`config.mk`:
```
export PLATFORM = sky130hd
export DESIGN_NAME = spectrum_video_fetch
export DESIGN_NICKNAME = d
export VERILOG_FILES = /design/src/rtl/spectrum_video_pkg.sv /design/src/rtl/spectrum_attr_decode.sv /design/src/rtl/spectrum_video_fetch.sv
export SDC_FILE = /design/constraint.sdc
export NUM_CORES = 1
export LEC_CHECK = 0
export ABC_CLOCK_PERIOD_IN_PS = 4200
export CAP_MARGIN = 20
export CORE_ASPECT_RATIO = 0.8
export CORE_MARGIN = 2
export CORE_UTILIZATION = 59
export CTS_BUF_LIST = sky130_fd_sc_hd__clkbuf_16
export DETAILED_ROUTE_END_ITERATION = 8
export GPL_TIMING_DRIVEN = 0
export HOLD_SLACK_MARGIN = 0.08
export PLACE_DENSITY = 0.93
export SYNTH_ARGS = -nofsm -noshare
export SYNTH_HDL_FRONTEND = slang
export SYNTH_SLANG_ARGS = --single-unit
```
`constraint.sdc`:
```
create_clock -name clk -period 4.2 [get_ports clk]
set_input_delay 0.63 -clock clk [delete_from_list [all_inputs] [get_ports clk]]
set_output_delay 0.63 -clock clk [all_outputs]
set_load 0.03 [all_outputs]
```
`src/rtl/spectrum_video_pkg.sv`:
```
// Shared definitions for the Spectrum screen fetch path.
//   - default window size and flash counter bit
//   - attribute byte field positions
//   - GRB colour indices and the fetch FSM state type
package spectrum_video_pkg;

    localparam int ACTIVE_W_DEF  = 256;
    localparam int ACTIVE_H_DEF  = 192;
    localparam int FLASH_BIT_DEF = 4;

    // attribute byte: FLASH | BRIGHT | PAPER[2:0] | INK[2:0]
    localparam int ATTR_FLASH     = 7;
    localparam int ATTR_BRIGHT    = 6;
    localparam int ATTR_PAPER_LSB = 3;
    localparam int ATTR_INK_LSB   = 0;

    typedef enum logic [2:0] {
        GRB_BLACK   = 3'b000,
        GRB_BLUE    = 3'b001,
        GRB_RED     = 3'b010,
        GRB_MAGENTA = 3'b011,
        GRB_GREEN   = 3'b100,
        GRB_CYAN    = 3'b101,
        GRB_YELLOW  = 3'b110,
        GRB_WHITE   = 3'b111
    } grb_e;

    typedef enum logic [1:0] {
        ST_IDLE    = 2'd0,
        ST_ISSUE   = 2'd1,
        ST_CAPTURE = 2'd2
    } fetch_state_e;

endpackage

```
`src/rtl/spectrum_attr_decode.sv`:
```
// Combinational attribute decoder: one pixel bit plus its attribute byte
// into a 4-bit colour index {bright, G, R, B}.
//   pix_bit     in   pixel bit (1 = INK, 0 = PAPER)
//   attr_byte   in   attribute byte
//   flash_phase in   current flash phase; swaps INK/PAPER on FLASH cells
//   color_idx   out  {BRIGHT, selected GRB}
module spectrum_attr_decode
    import spectrum_video_pkg::*;
(
    input  logic       pix_bit,
    input  logic [7:0] attr_byte,
    input  logic       flash_phase,
    output logic [3:0] color_idx
);

    logic [2:0] ink;
    logic [2:0] paper;
    logic       use_ink;

    always_comb begin
        ink       = attr_byte[ATTR_INK_LSB +: 3];
        paper     = attr_byte[ATTR_PAPER_LSB +: 3];
        use_ink   = pix_bit ^ (attr_byte[ATTR_FLASH] & flash_phase);
        color_idx = {attr_byte[ATTR_BRIGHT], (use_ink ? ink : paper)};
    end

endmodule

```
`src/rtl/spectrum_video_fetch.sv`:
```
// Display-side reader for the Spectrum screen RAM. Tracks scan position in
// the active window, prefetches each 8-pixel group in native screen layout
// and turns pixel+attribute bytes into a registered colour index.
//   clk, rst_n             clock, async active-low reset
//   pix_ce                 one-cycle strobe per output pixel
//   active_in              pixel lies in the window (sampled on pix_ce)
//   line_start/frame_start one-cycle timing pulses
//   border                 border colour, GRB
//   addr_r, re             screen RAM pixel address and read pulse
//   pix, attr              RAM data, valid the clk after re
//   color                  {bright, G, R, B}, updated on pix_ce
//
// Fetch FSM
//   state      | meaning
//   ST_IDLE    | no read in flight
//   ST_ISSUE   | re high, addr_r valid
//   ST_CAPTURE | RAM data on pix/attr, latched into pending at end of cycle
module spectrum_video_fetch
    import spectrum_video_pkg::*;
#(
    parameter int ACTIVE_W  = ACTIVE_W_DEF,
    parameter int ACTIVE_H  = ACTIVE_H_DEF,
    parameter int FLASH_BIT = FLASH_BIT_DEF
) (
    input  logic        clk,
    input  logic        rst_n,
    input  logic        pix_ce,
    input  logic        active_in,
    input  logic        line_start,
    input  logic        frame_start,
    input  logic [2:0]  border,
    output logic [12:0] addr_r,
    output logic        re,
    input  logic [7:0]  pix,
    input  logic [7:0]  attr,
    output logic [3:0]  color
);

    localparam logic [7:0] X_LAST = 8'(ACTIVE_W - 1);
    localparam logic [4:0] G_LAST = 5'(ACTIVE_W / 8 - 1);

    fetch_state_e state_q, state_d;
    logic [7:0]   x_q, x_d;
    logic [7:0]   y_q, y_d;
    logic [4:0]   fcnt_q, fcnt_d;
    logic         line_act_q, line_act_d;
    logic         over_q, over_d;
    logic         seen_q, seen_d;
    logic [12:0]  addr_q, addr_d;
    logic [7:0]   pend_pix_q, pend_pix_d;
    logic [7:0]   pend_attr_q, pend_attr_d;
    logic [7:0]   shift_q, shift_d;
    logic [7:0]   cur_attr_q, cur_attr_d;
    logic [3:0]   color_q, color_d;

    // Line context with this cycle's line_start/frame_start already applied,
    // so a coincident strobe or group-0 fetch sees the new line.
    logic [7:0]   y_cur;
    logic [7:0]   x_cur;
    logic         over_cur;
    logic         in_rows;
    logic         show;
    logic         load;
    logic         dec_bit;
    logic [7:0]   dec_attr;
    logic [3:0]   dec_color;

    spectrum_attr_decode u_decode (
        .pix_bit     (dec_bit),
        .attr_byte   (dec_attr),
        .flash_phase (fcnt_q[FLASH_BIT]),
        .color_idx   (dec_color)
    );

    always_comb begin
        y_cur = y_q;
        if (frame_start) begin
            y_cur = '0;
        end else if (line_start && line_act_q && (y_q != 8'hFF)) begin
            y_cur = y_q + 8'd1;
        end
        x_cur    = line_start ? 8'd0 : x_q;
        over_cur = line_start ? 1'b0 : over_q;
        in_rows  = ({1'b0, y_cur} < 9'(ACTIVE_H));
        show     = pix_ce & active_in & in_rows & ~over_cur;
        load     = show & (x_cur[2:0] == 3'd0);
        dec_bit  = load ? pend_pix_q[7] : shift_q[7];
        dec_attr = load ? pend_attr_q : cur_attr_q;
    end

    always_comb begin
        x_d         = x_cur;
        y_d         = y_cur;
        over_d      = over_cur;
        fcnt_d      = fcnt_q + {4'd0, frame_start};
        seen_d      = seen_q | frame_start;
        line_act_d  = (line_start | frame_start) ? 1'b0 : line_act_q;
        state_d     = ST_IDLE;
        addr_d      = addr_q;
        pend_pix_d  = pend_pix_q;
        pend_attr_d = pend_attr_q;
        shift_d     = shift_q;
        cur_attr_d  = cur_attr_q;
        color_d     = color_q;

        if (pix_ce && active_in) begin
            line_act_d = 1'b1;
            x_d        = x_cur + 8'd1;
            if (x_cur == X_LAST) begin
                over_d = 1'b1;
            end
        end

        if (show) begin
            shift_d = load ? {pend_pix_q[6:0], 1'b0} : {shift_q[6:0], 1'b0};
            if (load) begin
                cur_attr_d = pend_attr_q;
            end
        end

        if (pix_ce) begin
            color_d = show ? dec_color : {1'b0, border};
        end

        case (state_q)
            ST_ISSUE:   state_d = ST_CAPTURE;
            ST_CAPTURE: begin
                pend_pix_d  = pix;
                pend_attr_d = attr;
            end
            default:    state_d = ST_IDLE;
        endcase

        // Group g+1 is fetched while group g is mid-display (x = 8g+3), which
        // leaves several strobes of slack before it is needed at x = 8g+8.
        if (line_start && (seen_q || frame_start) && in_rows) begin
            state_d = ST_ISSUE;
            addr_d  = {y_cur[7:6], y_cur[2:0], y_cur[5:3], 5'd0};
        end else if (show && seen_q && (x_cur[2:0] == 3'd3) && (x_cur[7:3] < G_LAST)) begin
            state_d = ST_ISSUE;
            addr_d  = {y_cur[7:6], y_cur[2:0], y_cur[5:3], x_cur[7:3] + 5'd1};
        end
    end

    always_ff @(posedge clk or negedge rst_n) begin
        if (!rst_n) begin
            state_q     <= ST_IDLE;
            x_q         <= '0;
            y_q         <= '0;
            fcnt_q      <= '0;
            line_act_q  <= 1'b0;
            over_q      <= 1'b0;
            seen_q      <= 1'b0;
            addr_q      <= '0;
            pend_pix_q  <= '0;
            pend_attr_q <= '0;
            shift_q     <= '0;
            cur_attr_q  <= '0;
            color_q     <= {1'b0, GRB_BLACK};
        end else begin
            state_q     <= state_d;
            x_q         <= x_d;
            y_q         <= y_d;
            fcnt_q      <= fcnt_d;
            line_act_q  <= line_act_d;
            over_q      <= over_d;
            seen_q      <= seen_d;
            addr_q      <= addr_d;
            pend_pix_q  <= pend_pix_d;
            pend_attr_q <= pend_attr_d;
            shift_q     <= shift_d;
            cur_attr_q  <= cur_attr_d;
            color_q     <= color_d;
        end
    end

    assign re     = (state_q == ST_ISSUE);
    assign addr_r = addr_q;
    assign color  = color_q;

endmodule

```
======== Yosys cells after proc, flatten, opt, wreduce, memory -nomap -nowiden ========
Cells that the tools add are included.
word-level totals
  flip-flop bits (word level) ............. 75
  input port bits ......................... 25
  word-level logic and storage cells ...... 64
  output and inout port bits .............. 18
operators by class
  reduce and logical (&&, ||, !) cells .... 12
  $add $sub $neg .......................... 4
  equality and inequality tests ........... 5
  magnitude comparators ................... 2
  muxes and demuxes ....................... 19
  bitwise gates (word level) .............. 9
operator list
  kind                                                  number
  two-way mux 8 bit                                     6
  two-way mux 13 bit                                    2
  adder 8 x 1 -> 8 bit (second input constant)          2
  equality test 8 bit (second input constant)           1
  logical AND 1 bit                                     8
  < comparator 8 bit (second input constant)            1
  inequality test 8 bit (second input constant)         1
  two-way mux 1 bit                                     6
  two-way mux 2 bit                                     3
  adder 5 x 1 -> 5 bit                                  1
  adder 5 x 1 -> 5 bit (second input constant)          1
  bitwise AND 1 bit                                     5
  < comparator 5 bit (second input constant)            1
  two-way mux 4 bit                                     1
  nonzero test 2 bit                                    2
  equality test 3 x 2 -> 1 bit (second input constant)  1
  zero test 3 bit                                       1
  two-way mux 3 bit                                     1
  equality test 2 x 1 -> 1 bit (second input constant)  1
  equality test 2 bit (second input constant)           1
  bitwise OR 1 bit                                      2
  logical OR 1 bit                                      1
  inverter 1 bit                                        1
  bitwise XOR 1 bit                                     1

======== Logic depth before layout (Yosys ltp) ========
  word-level depth ........................ 13
  mapped depth ............................ 11

======== Cells and area by module ========
From an unflattened synthesis, not the netlist that was laid out.
second synthesis, totals
  cell total of the unflattened synthesis .. 277
  area total of the unflattened synthesis .. 3453.3 um^2
modules (own cells, without submodules)
  module                times used  area each (um^2)  cells each
  spectrum_video_fetch  1           3389.5            271
  spectrum_attr_decode  1           63.8              6

======== Worst setup path after synthesis ========
OpenSTA, ideal clock, no wires.
  path type ............................... input-to-reg
  start ................................... input line_start
  end ..................................... register color_q[0] (netlist: color[0])
  stages on the path ...................... 11
  arrival time ............................ 2.598 ns
  path buffers ............................ 3
  data required time ...................... 4.073 ns
  path slack .............................. 1.475 ns
  path through ............................ buf_2 clkbuf_1 nand2b_1 ha_1 nand4_1 a21oi_1 buf_2 nand3_1 a31oi_4 mux2i_1 o31ai_1
on the way
  word-level cells in the longest chain between the ends .. 13
  elaborated cells between the ends (all ways) .. 18
  classes of those cells .................. order compare: 1; mux: 8; bitwise: 6; reduce/logical: 3
RTL lines
  item                            line                         RTL
  start: declaration              spectrum_video_fetch.sv:29   input logic line_start,
  logical AND 1 bit (2 in a row)  spectrum_video_fetch.sv:79   end else if (line_start && line_act_q && (y_q != 8'hFF)) begin
  two-way mux 8 bit               spectrum_video_fetch.sv:79
  two-way mux 8 bit               spectrum_video_fetch.sv:77   if (frame_start) begin
  < comparator 8 bit              spectrum_video_fetch.sv:84   in_rows = ({1'b0, y_cur} < 9'(ACTIVE_H));
  bitwise AND 1 bit (2 in a row)  spectrum_video_fetch.sv:85   show = pix_ce & active_in & in_rows & ~over_cur;
  bitwise AND 1 bit               spectrum_video_fetch.sv:86   load = show & (x_cur[2:0] == 3'd0);
  two-way mux 8 bit               --
  bitwise AND 1 bit               spectrum_attr_decode.sv:23   use_ink = pix_bit ^ (attr_byte[ATTR_FLASH] & flash_phase);
  bitwise XOR 1 bit               spectrum_attr_decode.sv:23
  two-way mux 3 bit               spectrum_attr_decode.sv:24   color_idx = {attr_byte[ATTR_BRIGHT], (use_ink ? ink : paper)};
  two-way mux 4 bit *             spectrum_video_fetch.sv:122  color_d = show ? dec_color : {1'b0, border};
  end signal: assignment          spectrum_video_fetch.sv:159  color_q <= {1'b0, GRB_BLACK};
  end signal: assignment          spectrum_video_fetch.sv:173  color_q <= color_d;
  end: declaration                spectrum_video_fetch.sv:54   logic [3:0] color_q, color_d;
Mark *: on every way between the ends. The rest lies on a longest branch, timed or not.
A chain may end at the register's enable or synchronous reset.

======== Worst setup path after layout ========
  start ................................... input line_start
  end ..................................... register color_q[2] (netlist: color[2])
The elaborated chain is that of the path after synthesis.

==> results.md <==
- Worst Setup SP: line_start
- Cell taking the most area after synthesis: dfrtp_1
- FILL cells: 345
- GPL Wtd Cong: 0.820
- Syn_nets: 301
- Sequential share of the synthesized area: 0.552
- Instance count on the critical path: 11
- Die Span X: 88.3 µm
- Dpl cells: 388
- Finished Core Util: 0.763
- Setup Buffers After CTS: 0
- Sw Pwr: 513 µW
- Max VDD drop: 0.291 mV
- Part of the power in registers: 0.448
- Switch share: 0.253
- Cells along the critical path: buf_2 -> clkbuf_1 -> nand2b_1 -> ha_1 -> nand4_1 -> a21oi_1 -> buf_2 -> nand3_1 -> a31oi_4 -> mux2i_1 -> o31ai_1
- RR Startpoint: y_q[0]
- Post-Syn Area: 3350 µm²
- Core area: 5470 µm²
- EDFF count, synth: 0
- Drc violations: 0
- Initial antenna violation count: 0
- CP max stage delay: 0.36 ns
- DR pass1 iterations: 4
- Crit share post-route: 0.712
- Critical Path RT: 4.42 ns
- Port Buffers: 41
- Critical path endpoint category: flip-flop
- Post-layout minimum cycle time: 2.99 ns
- Combinational Power Share: 0.159
- Hold WC Path Type: input pin to asynchronous set/reset pin
- Share of the synthesized area in the top cell type: 0.552
- Leak: 1.85 nW
- Final hold violations: 0
- Fmax achieved: 335 MHz
- Hold buffers post-CTS: 0
- Row count: 24
- Worst-Margin Slew: 0.908 ns
- Design Area, Final: 4170 µm²
- Critical path fanouts, max: 10
- Largest net degree at the start of global routing: 75
- Most frequent CP cell: buf_2
- Share of layout cells above drive strength 1: 0.181
- Overflow after GRT: 0
- Internal power: 1.51 mW
- Power, Total: 2.03 mW
- Crit Reg-Reg Endpoint: addr_r[12]
- Root Buffer: clkbuf_16
- DP HPWL: 4600 µm
- Fin cells: 404
- Clock power frac: 0.392
- Die area: 6300 µm²
- Most used DFF post-synth: dfrtp_1
- Netlist cell types: 41
- Initial Util: 0.613
- Layout Skew: 0.00477 ns
- Post-Synthesis Cells: 269
- RSZ-0062 raised after global routing: no
- CP bufs+invs: 3
- Hold_ws: 0.425 ns
- # setup viols final: 0
- Yosys reg bits: 74
- Power Dens Cells: 486 nW/µm²
- Synth warnings: 0
- Vias per cell: 5.57
- Crit path max-delay family: buffers and inverters
- Dpl cell area: 3860 µm²
- Worst setup margin: 1.21 ns
- CTS buffer count: 9
- CTS H-tree lvls: 3
- CTS resizes: 0
- Rel. slew slack: 0.395
- # diodes: 0
- Top post-synthesis cells by area: dfrtp_1, mux2_2, mux2i_1, mux2_4, ha_1
- Reg2Reg Depth: 11
- Drt initial violations: 211
- First-pass GRT wire length: 11500 µm
- Pre-CTS WS: 0.895 ns
- Max-cap viol count: 0
- Number of global-route vias before repair: 2384
- Crit path kind: input pin to flip-flop
- Pins Over Slew Limit: 0
- CTS tree: done
- DR WL/cell: 16.7 µm
- Via Count: 2250
- Total GRT Usage: 0.243
- CTS max path bufs: 2
- Layout area overhead: 24.3%
- Critical Path Start Type: input pin
- Outcome: finished clean
- Async S/R FF share, synth: 1.00
- Clock insertion delay at the later pin of the skew report: 0.33 ns
- Routed WL: 6740 µm
- Nets: 353
- Die Ht: 71.4 µm
- CP arrival: 3.21 ns
- Post-route ant nets: 0
- Reg-to-reg setup timing slack: 1.32 ns
- Setup tns final: 0 ns
- Clk slew on worst S/H paths: 0.05 ns
- Mean post-synth cell area: 12.5 µm²
- Sink Count: 74
- I/O pins: 43
- CP max stage cell: clkbuf_1
-- per-layer routing --
metal | up-vias | track usage | routed length (µm)
li1 | 1051 | - | -
met1 | 1137 | 0.316 | 2860
met2 | 50 | 0.404 | 3510
met3 | 12 | 0.0611 | 273
met4 | 0 | 0.0758 | 93
met5 | - | 0 | 0
-- cell usage after synthesis, types with 2 or more instances --
cell type  count
xnor2_1        7
nor2b_1        4
and2_0         2
and3_1         4
buf_2          3
inv_1          5
nand4_1        5
and2_1         4
nor2_1        21
mux2i_1       15
dfrtp_1       74
a41oi_1        2
clkbuf_1       5
nand3_1       12
mux2_4         8
o31ai_1        5
a31oi_1        2
nand2b_1       5
a21oi_1       11
ha_1           7
nand2_1       16
xor2_1         7
mux2_2        24
o21ai_0        4
-- cells in the final DEF, fill, tap and decap left out, drive strengths merged, types with 2 or more instances in the layout --
master	n
inv	6
mux2i	15
o31ai	5
nor2b	4
and2	6
a31oi	3
xnor2	7
buf	5
and3	4
mux2	32
bufinv	2
clkdlybuf4s50	40
nor2	22
nand4	5
o21ai	4
a211oi	2
dfrtp	74
nand2	17
ha	7
a41oi	2
xor2	7
a21oi	11
clkinv	4
clkbuf	15
nand3	12
nand2b	5
-- power groups by stage --
stage,clock (mW),combinational [mW],sequential [mW]
2_1_floorplan,0,0.202,0.915
3_5_place_dp,0,0.322,0.918
6_report,0.795,0.323,0.909
5_1_grt,0.828,0.359,0.923
3_3_place_gp,0,0.303,0.909
4_1_cts,0.800,0.328,0.908
-- worst max path at each step --
| stage | end | slack [ns] |
|---|---|---|
| final | color[2] | 1.21 |
| after CTS | color[2] | 1.22 |
| after floorplan | color[0] | 1.48 |
| after global routing | color[2] | 0.98 |
| after detailed placement | color[2] | 0.90 |
| after global placement | pend_pix_q[4] | 0.09 |
-- registers in the layout (all words and copies together), names as in the netlist --
register	flops
shift_q	7
over_q	1
y_q	8
pend_attr_q	8
cur_attr_q	8
seen_q	1
line_act_q	1
state_q	2
x_q	8
fcnt_q	5
pend_pix_q	8
addr_r	13
color	4
-- kinds of logic after synthesis --
group           share of synthesized area
compound gates                     0.0780
xor+xnor                           0.0366
fa+ha+maj                          0.0261
buf+inv                            0.0205
flops                               0.552
mux                                 0.161
simple gates                        0.125
-- worst register-to-register path: cells and delay by family, from the launching register on --
family	cells	cell delay (ns)
multiplexers	1	0.33
flip-flops	1	0.40
AO/OA/AOI/OAI	3	0.66
buffers and inverters	2	0.27
adder cells (fa/ha/maj)	1	0.22
AND/OR/NAND/NOR	4	0.87
-- cell type report --
type | instances | area [µm²] | share of cell area
multi-input combinational | 180 | 1430 | 0.343
clock inverter | 7 | 85.1 | 0.0204
clock buffer | 9 | 225 | 0.0540
tap | 78 | 97.6 | 0.0234
buffer | 10 | 50.0 | 0.0120
inverter | 5 | 18.8 | 0.00450
sequential | 74 | 1850 | 0.444
timing repair buffer | 41 | 408 | 0.0979
(Power assumes the default switching activity.)
==> variant 1: new RTL, config.mk and constraints unchanged <==
Take the reset off `x_q`, `y_q`, `addr_q`, `pend_pix_q` and `shift_q` and load them in a clocked block of their own.
--- a/src/rtl/spectrum_video_fetch.sv
+++ b/src/rtl/spectrum_video_fetch.sv
@@ -145,33 +145,31 @@
     always_ff @(posedge clk or negedge rst_n) begin
         if (!rst_n) begin
             state_q     <= ST_IDLE;
-            x_q         <= '0;
-            y_q         <= '0;
             fcnt_q      <= '0;
             line_act_q  <= 1'b0;
             over_q      <= 1'b0;
             seen_q      <= 1'b0;
-            addr_q      <= '0;
-            pend_pix_q  <= '0;
             pend_attr_q <= '0;
-            shift_q     <= '0;
             cur_attr_q  <= '0;
             color_q     <= {1'b0, GRB_BLACK};
         end else begin
             state_q     <= state_d;
-            x_q         <= x_d;
-            y_q         <= y_d;
             fcnt_q      <= fcnt_d;
             line_act_q  <= line_act_d;
             over_q      <= over_d;
             seen_q      <= seen_d;
-            addr_q      <= addr_d;
-            pend_pix_q  <= pend_pix_d;
             pend_attr_q <= pend_attr_d;
-            shift_q     <= shift_d;
             cur_attr_q  <= cur_attr_d;
             color_q     <= color_d;
         end
+    end
+
+    always_ff @(posedge clk) begin
+        x_q        <= x_d;
+        y_q        <= y_d;
+        addr_q     <= addr_d;
+        pend_pix_q <= pend_pix_d;
+        shift_q    <= shift_d;
     end
 
     assign re     = (state_q == ST_ISSUE);
Behaviour: not the same (Yosys sat finds a counterexample within 4 cycles, from zero or initial values and one cycle with rst_n low).
==> variant 1 against the unedited design <==
Critical endpoint is now addr_r[10]$_DFFE_PP_. Sequential power about the same. Critical path depth increased by 1. Cell area decreased by 1.8%. Area after synthesis decreased by 3.4%. Worst hold slack improved by 0.044 ns. Sequential cell count unchanged. Via count increased by 2.2%. Routed wire length increased by 10%. Power increased by 1.7%. Highest routed layer unchanged. Worst setup slack got worse by 0.22 ns.
==> variant 1: results (changes against the unedited design) <==
Run status
  • Status: completed (unchanged)

Timing
  • Post-route clock skew: 0.00660 ns (was 0.00477 ns)
  • Rel. slew slack: 0.392 (was 0.395)

Logic synthesis
  • Largest cells by area after synthesis: dfrtp_1, edfxtp_1, dfxtp_1 (was dfrtp_1, mux2_2, mux2i_1)
  • Synth cell count leaders: dfrtp_1, edfxtp_1, nand2_1, dfxtp_1 (was dfrtp_1, mux2_2, nor2_1, nand2_1, mux2i_1)
  • Sequential area share after synthesis: 0.575 (was 0.552)
  • Number of synthesized flops with an enable pin: 23 (was 0)
  • Yosys cell types: 52 (was 41)
  • Mapped Nets: 291 (was 301)
  • Post-synth ARST share: 0.405 (was 1.00)

Drt
  • Initial DRT Pass Iterations: 5 (was 4)
  • Post-DR vias/cell: 6.02 (was 5.57)
  • Drt total wl: 7440 um (was 6740 um)
  • Iteration-0 DRC Markers: 182 (was 211)

Finish
  • Final #Nets: 344 (was 353)
  • Antenna diode count: 0 (unchanged)
  • Layout cells sized above 1: 0.186 (was 0.181)

Worst setup path
  • Crit path arrival time: 3.21 ns (about the same)
  • R2r worst-path depth: 8 (was 11)

Global routing
  • GRT Total Usage: 0.263 (was 0.243)
  • First-pass GRT wire length: 11,800 um (was 11,500 um)
  • Largest net degree at the start of global routing: 21 (was 75)
  • Vias in the first global route: 2,358 (was 2,384)
  • Initial antenna violation count: 0 (unchanged)

Clocking
  • Root Driver: clkbuf_16 (unchanged)
  • H-Tree Depth: 3 (unchanged)
  • Reg clk slew, reported paths: ~0.060 ns
  • Clk Latency, worst-skew pair: 0.34 ns
  • Setup Fix Bufs, Post-CTS: 0 (unchanged)
  • Clk buf depth: 2 (unchanged)

Placed design
  • Port Buf Inserts: 41 (unchanged)
  • Gpl congestion: 0.818 (was 0.820)
  • HPWL Detailed: 4570 um (was 4600 um)

Pwr
  • Lkg Pwr: 1.63 nW (was 1.85 nW)
  • Worst VDD drop: 328 uV (was 291 uV)

Hold path
  • Worst Hold Path Cells: 2
  • Worst min path class: register to register (was input pin to asynchronous set/reset pin)
variant 1: cell count changes in the layout (fill, tap and decap cells not counted), sizes merged, moves of 7 or more:
cell | before | now
dfrtp | 74 | 30
edfxtp | 0 | 23
dfxtp | 0 | 21
nor3 | 1 | 10
a21oi | 11 | 3
mux2 | 32 | 25
variant 1: layout make-up:
cell class	count	area [um2]
Inverter	9	38.8
Timing Repair Buffer	42	438
Fill cell	322	1280
Sequential cell	74	1860
Clock inverter	6	87.6
Multi-Input combinational cell	167	1280
Buffer	9	60.1
Clock buffer	10	250
Tap cell	65	81.3
variant 1: critical path, cell delays in order:
cell and delay, ns:
clkdlybuf4s50_1 0.44, buf_4 0.19, inv_1 0.17, nand2_1 0.11, inv_1 0.10, ha_1 0.18
ha_1 0.15, o311ai_1 0.14, nor3_2 0.39, nor2_1 0.16, buf_2 0.24, inv_1 0.31
variant 1: worst paths after layout:
path                                              to  slack, ns              startpoint
max reg2reg                     addr_r[10]$_DFFE_PP_       1.29          y_q[0]$_DFF_P_
min                           addr_r[0]$_SDFFE_PP0P_       0.47  addr_r[0]$_SDFFE_PP0P_
max                             addr_r[10]$_DFFE_PP_       0.99              line_start
max in group asynchronous  cur_attr_q[5]$_DFFE_PN0N_       3.04                   rst_n
min reg2reg                   addr_r[0]$_SDFFE_PP0P_       0.47  addr_r[0]$_SDFFE_PP0P_
min in group asynchronous     line_act_q$_DFFE_PN0P_       0.66                   rst_n
variant 1: metrics by stage:
step                      area [um2]  worst slack [ns]  instances
after global routing            4090             0.757        382
after floorplan                 3240              1.66        259
after CTS                       4090              1.01        382
after detailed placement        3760             0.720        366
after global placement          3730             0.803        365
final                           4090             0.988        382
variant 1: kinds of logic after synthesis:
kind of cell | synth area share
adder cells (fa/ha/maj) | 0.0271
XOR/XNOR | 0.0433
AO/OA/AOI/OAI | 0.0475
flip-flops | 0.575
buffers and inverters | 0.0305
multiplexers | 0.131
AND/OR/NAND/NOR | 0.145
variant 1: routing by layer:
metal	routed length, um	global-route usage	share of wire	up-vias
li1	-	-	-	1039
met1	3070	0.337	0.41	1129
met2	3670	0.406	0.49	101
met3	421	0.0804	0.057	31
met4	282	0.128	0.038	0
met5	0	0	0	-
variant 1: power breakdown:
group          total [mW]  internal [mW]  switching [mW]  leakage [nW]
clock network       0.862          0.555           0.307         0.157
registers           0.907          0.838          0.0696         0.751
logic               0.293          0.153           0.140         0.726
==> variant 2: new RTL, same flow settings <==
Made on the original files. Change the package constant `ATTR_PAPER_LSB` from 3 to 5.
--- a/src/rtl/spectrum_video_pkg.sv
+++ b/src/rtl/spectrum_video_pkg.sv
@@ -11,7 +11,7 @@
     // attribute byte: FLASH | BRIGHT | PAPER[2:0] | INK[2:0]
     localparam int ATTR_FLASH     = 7;
     localparam int ATTR_BRIGHT    = 6;
-    localparam int ATTR_PAPER_LSB = 3;
+    localparam int ATTR_PAPER_LSB = 5;
     localparam int ATTR_INK_LSB   = 0;
 
     typedef enum logic [2:0] {
Formal check against the unedited RTL: not equivalent (a bounded check fails within 10 cycles, from zero or initial values and one cycle with rst_n low).
==> variant 2 against the unedited design <==
Routed wire length decreased by 2.5%. Power down 9.0%. Cell area shrank 5.5%. Area after synthesis decreased by 4.6%. Worst hold slack worse by 0.026 ns. Highest routed layer unchanged. Critical path type unchanged. Core utilization grew 0.63 points. Register-to-register slack improved by 0.03 ns. Largest power group unchanged. Worst setup slack worse by 0.094 ns. Sequential cell count is 4 lower.
==> variant 2: results (changes against the unedited design) <==
Clocking
  • Root Driver: clkbuf_16 (unchanged)
  • Post-cts gate resize count: 0 (unchanged)
  • H-Tree Depth: 3 (unchanged)
  • Reg clk slew, reported paths: around 0.060 ns
  • Clk Latency, worst-skew pair: 0.33 ns (about the same)
  • CTS buffer count: 9 (unchanged)
  • Clk buf depth: 2 (unchanged)

Global routing
  • GRT Total Usage: 0.241 (was 0.243)
  • Met1 GRT Util: 0.321 (was 0.316)
  • Met2 Usage GRT: 0.369 (was 0.404)
  • Vias in the first global route: 2,275 (was 2,384)
  • Largest net degree at the start of global routing: 71 (was 75)
  • Initial antenna violation count: 0 (unchanged)
  • Met3 usage: 0.0887 (was 0.0611)
  • First-pass GRT wire length: 11,000 um (was 11,500 um)

Timing
  • Post-route clock skew: 0.00638 ns (was 0.00477 ns)
  • Final min period: 3.08 ns (was 2.99 ns)
  • Rel. slew slack: 0.432 (was 0.395)

Finish
  • Layout cells sized above 1: 0.160 (was 0.181)
  • Final #Nets: 353 (unchanged)

Logic synthesis
  • Mapped Nets: 302 (was 301)
  • Synth cell count leaders: dfrtp_1, nand2_1, mux2_2, nand3_1, nor2_1 (was dfrtp_1, mux2_2, nor2_1, nand2_1, mux2i_1)
  • Largest cells by area after synthesis: dfrtp_1, mux2_2, mux2i_1 (unchanged)
  • Post-Synth XOR/XNOR Area: 0.0438 (was 0.0366)
  • Mux share of post-synthesis cell area: 0.158 (was 0.161)
  • Sequential area share after synthesis: 0.548 (was 0.552)
  • Adder-Cell Fraction of Synth Area: 0.0274 (was 0.0261)
  • Yosys cell types: 39 (was 41)
  • Synth Area in Compound Gates: 0.0649 (was 0.0780)

Drt
  • Met3 Wirelength: 355 um (was 273 um)
  • Drt total wl: 6580 um (was 6740 um)
  • Post-DR vias/cell: 5.75 (was 5.57)
  • Met2 WL post-DR: 3170 um (was 3510 um)
  • Residual DRC count: 0 (unchanged)
  • DRT met1 WL: 2940 um (was 2860 um)

Worst setup path
  • Slowest stage delay, CP: 0.57 ns (was 0.36 ns)
  • R2r worst-path depth: 10 (was 11)
  • Flop2flop setup slack: 1.35 ns (was 1.32 ns)
  • Crit path arrival time: 3.30 ns (was 3.21 ns)
  • Worst-path fanout max: 9 (was 10)
  • Crit path max-delay family: simple AND/OR/NAND/NOR gates (was buffers and inverters)
  • Critical path class: input pin to register (unchanged)
  • FF-to-FF Start: y_q[0]$_DFF_PN0_ (unchanged)
  • Slowest stage cell, crit path: clkdlybuf4s50_1 (was clkbuf_1)
  • FF-to-FF End: addr_r[9]$_DFFE_PN0P_ (was addr_r[12]$_DFFE_PN0P_)

Hold path
  • Worst min path class: input pin to asynchronous set/reset pin (unchanged)

Placed design
  • Port Buf Inserts: 40 (was 41)
  • Gpl congestion: 0.845 (was 0.820)
  • DP Worst Slack: 0.862 ns (was 0.895 ns)
  • HPWL Detailed: 4300 um (was 4600 um)

Pwr
  • Lkg Pwr: 1.80 nW (was 1.85 nW)
  • Worst VDD drop: 367 uV (was 291 uV)

Run status
  • Status: completed (unchanged)
-- variant 2: report_power, final --
part           switching [mW]  leakage [nW]  internal [mW]  total, mW
Combinational           0.152         0.768          0.152      0.304
Clock                   0.278         0.132          0.395      0.672
Sequential             0.0817         0.897          0.786      0.867
-- variant 2: how the worst min path moves through the flow --
stage	from	to	slack, ns
6_report	rst_n	pend_pix_q[1]$_DFFE_PN0N_	0.40
4_1_cts	rst_n	addr_r[5]$_DFFE_PN0P_	0.44
5_1_grt	fcnt_q[0]$_DFF_PN0_	fcnt_q[0]$_DFF_PN0_	0.47
2_1_floorplan	rst_n	addr_r[0]$_DFFE_PN0P_	0.33
3_3_place_gp	fcnt_q[0]$_DFF_PN0_	fcnt_q[0]$_DFF_PN0_	0.45
3_5_place_dp	fcnt_q[0]$_DFF_PN0_	fcnt_q[0]$_DFF_PN0_	0.46
-- variant 2: cell type report --
type / count / area, um2
fillers: 317 / 1180
well taps: 62 / 77.6
repair buffers: 40 / 398
plain buffers: 10 / 53.8
inverters: 7 / 26.3
clock inverters: 7 / 38.8
multi-input cells: 183 / 1370
flip-flops and latches: 70 / 1750
clock buffers: 9 / 225
-- variant 2: cell families after synthesis --
family / after synthesis
buffers and inverters: 17
muxes: 44
AOI/OAI and AO/OA: 31
and+or+nand+nor: 85
xor gates and xnor gates: 16
adders and majority gates: 7
DFF: 70
-- variant 2: per-stage QoR --
step           cells  instance area [um2]
6_report         388                 3940
5_1_grt          388                 3940
4_1_cts          388                 3940
3_5_place_dp     372                 3670
3_3_place_gp     372                 3680
2_1_floorplan    270                 3200
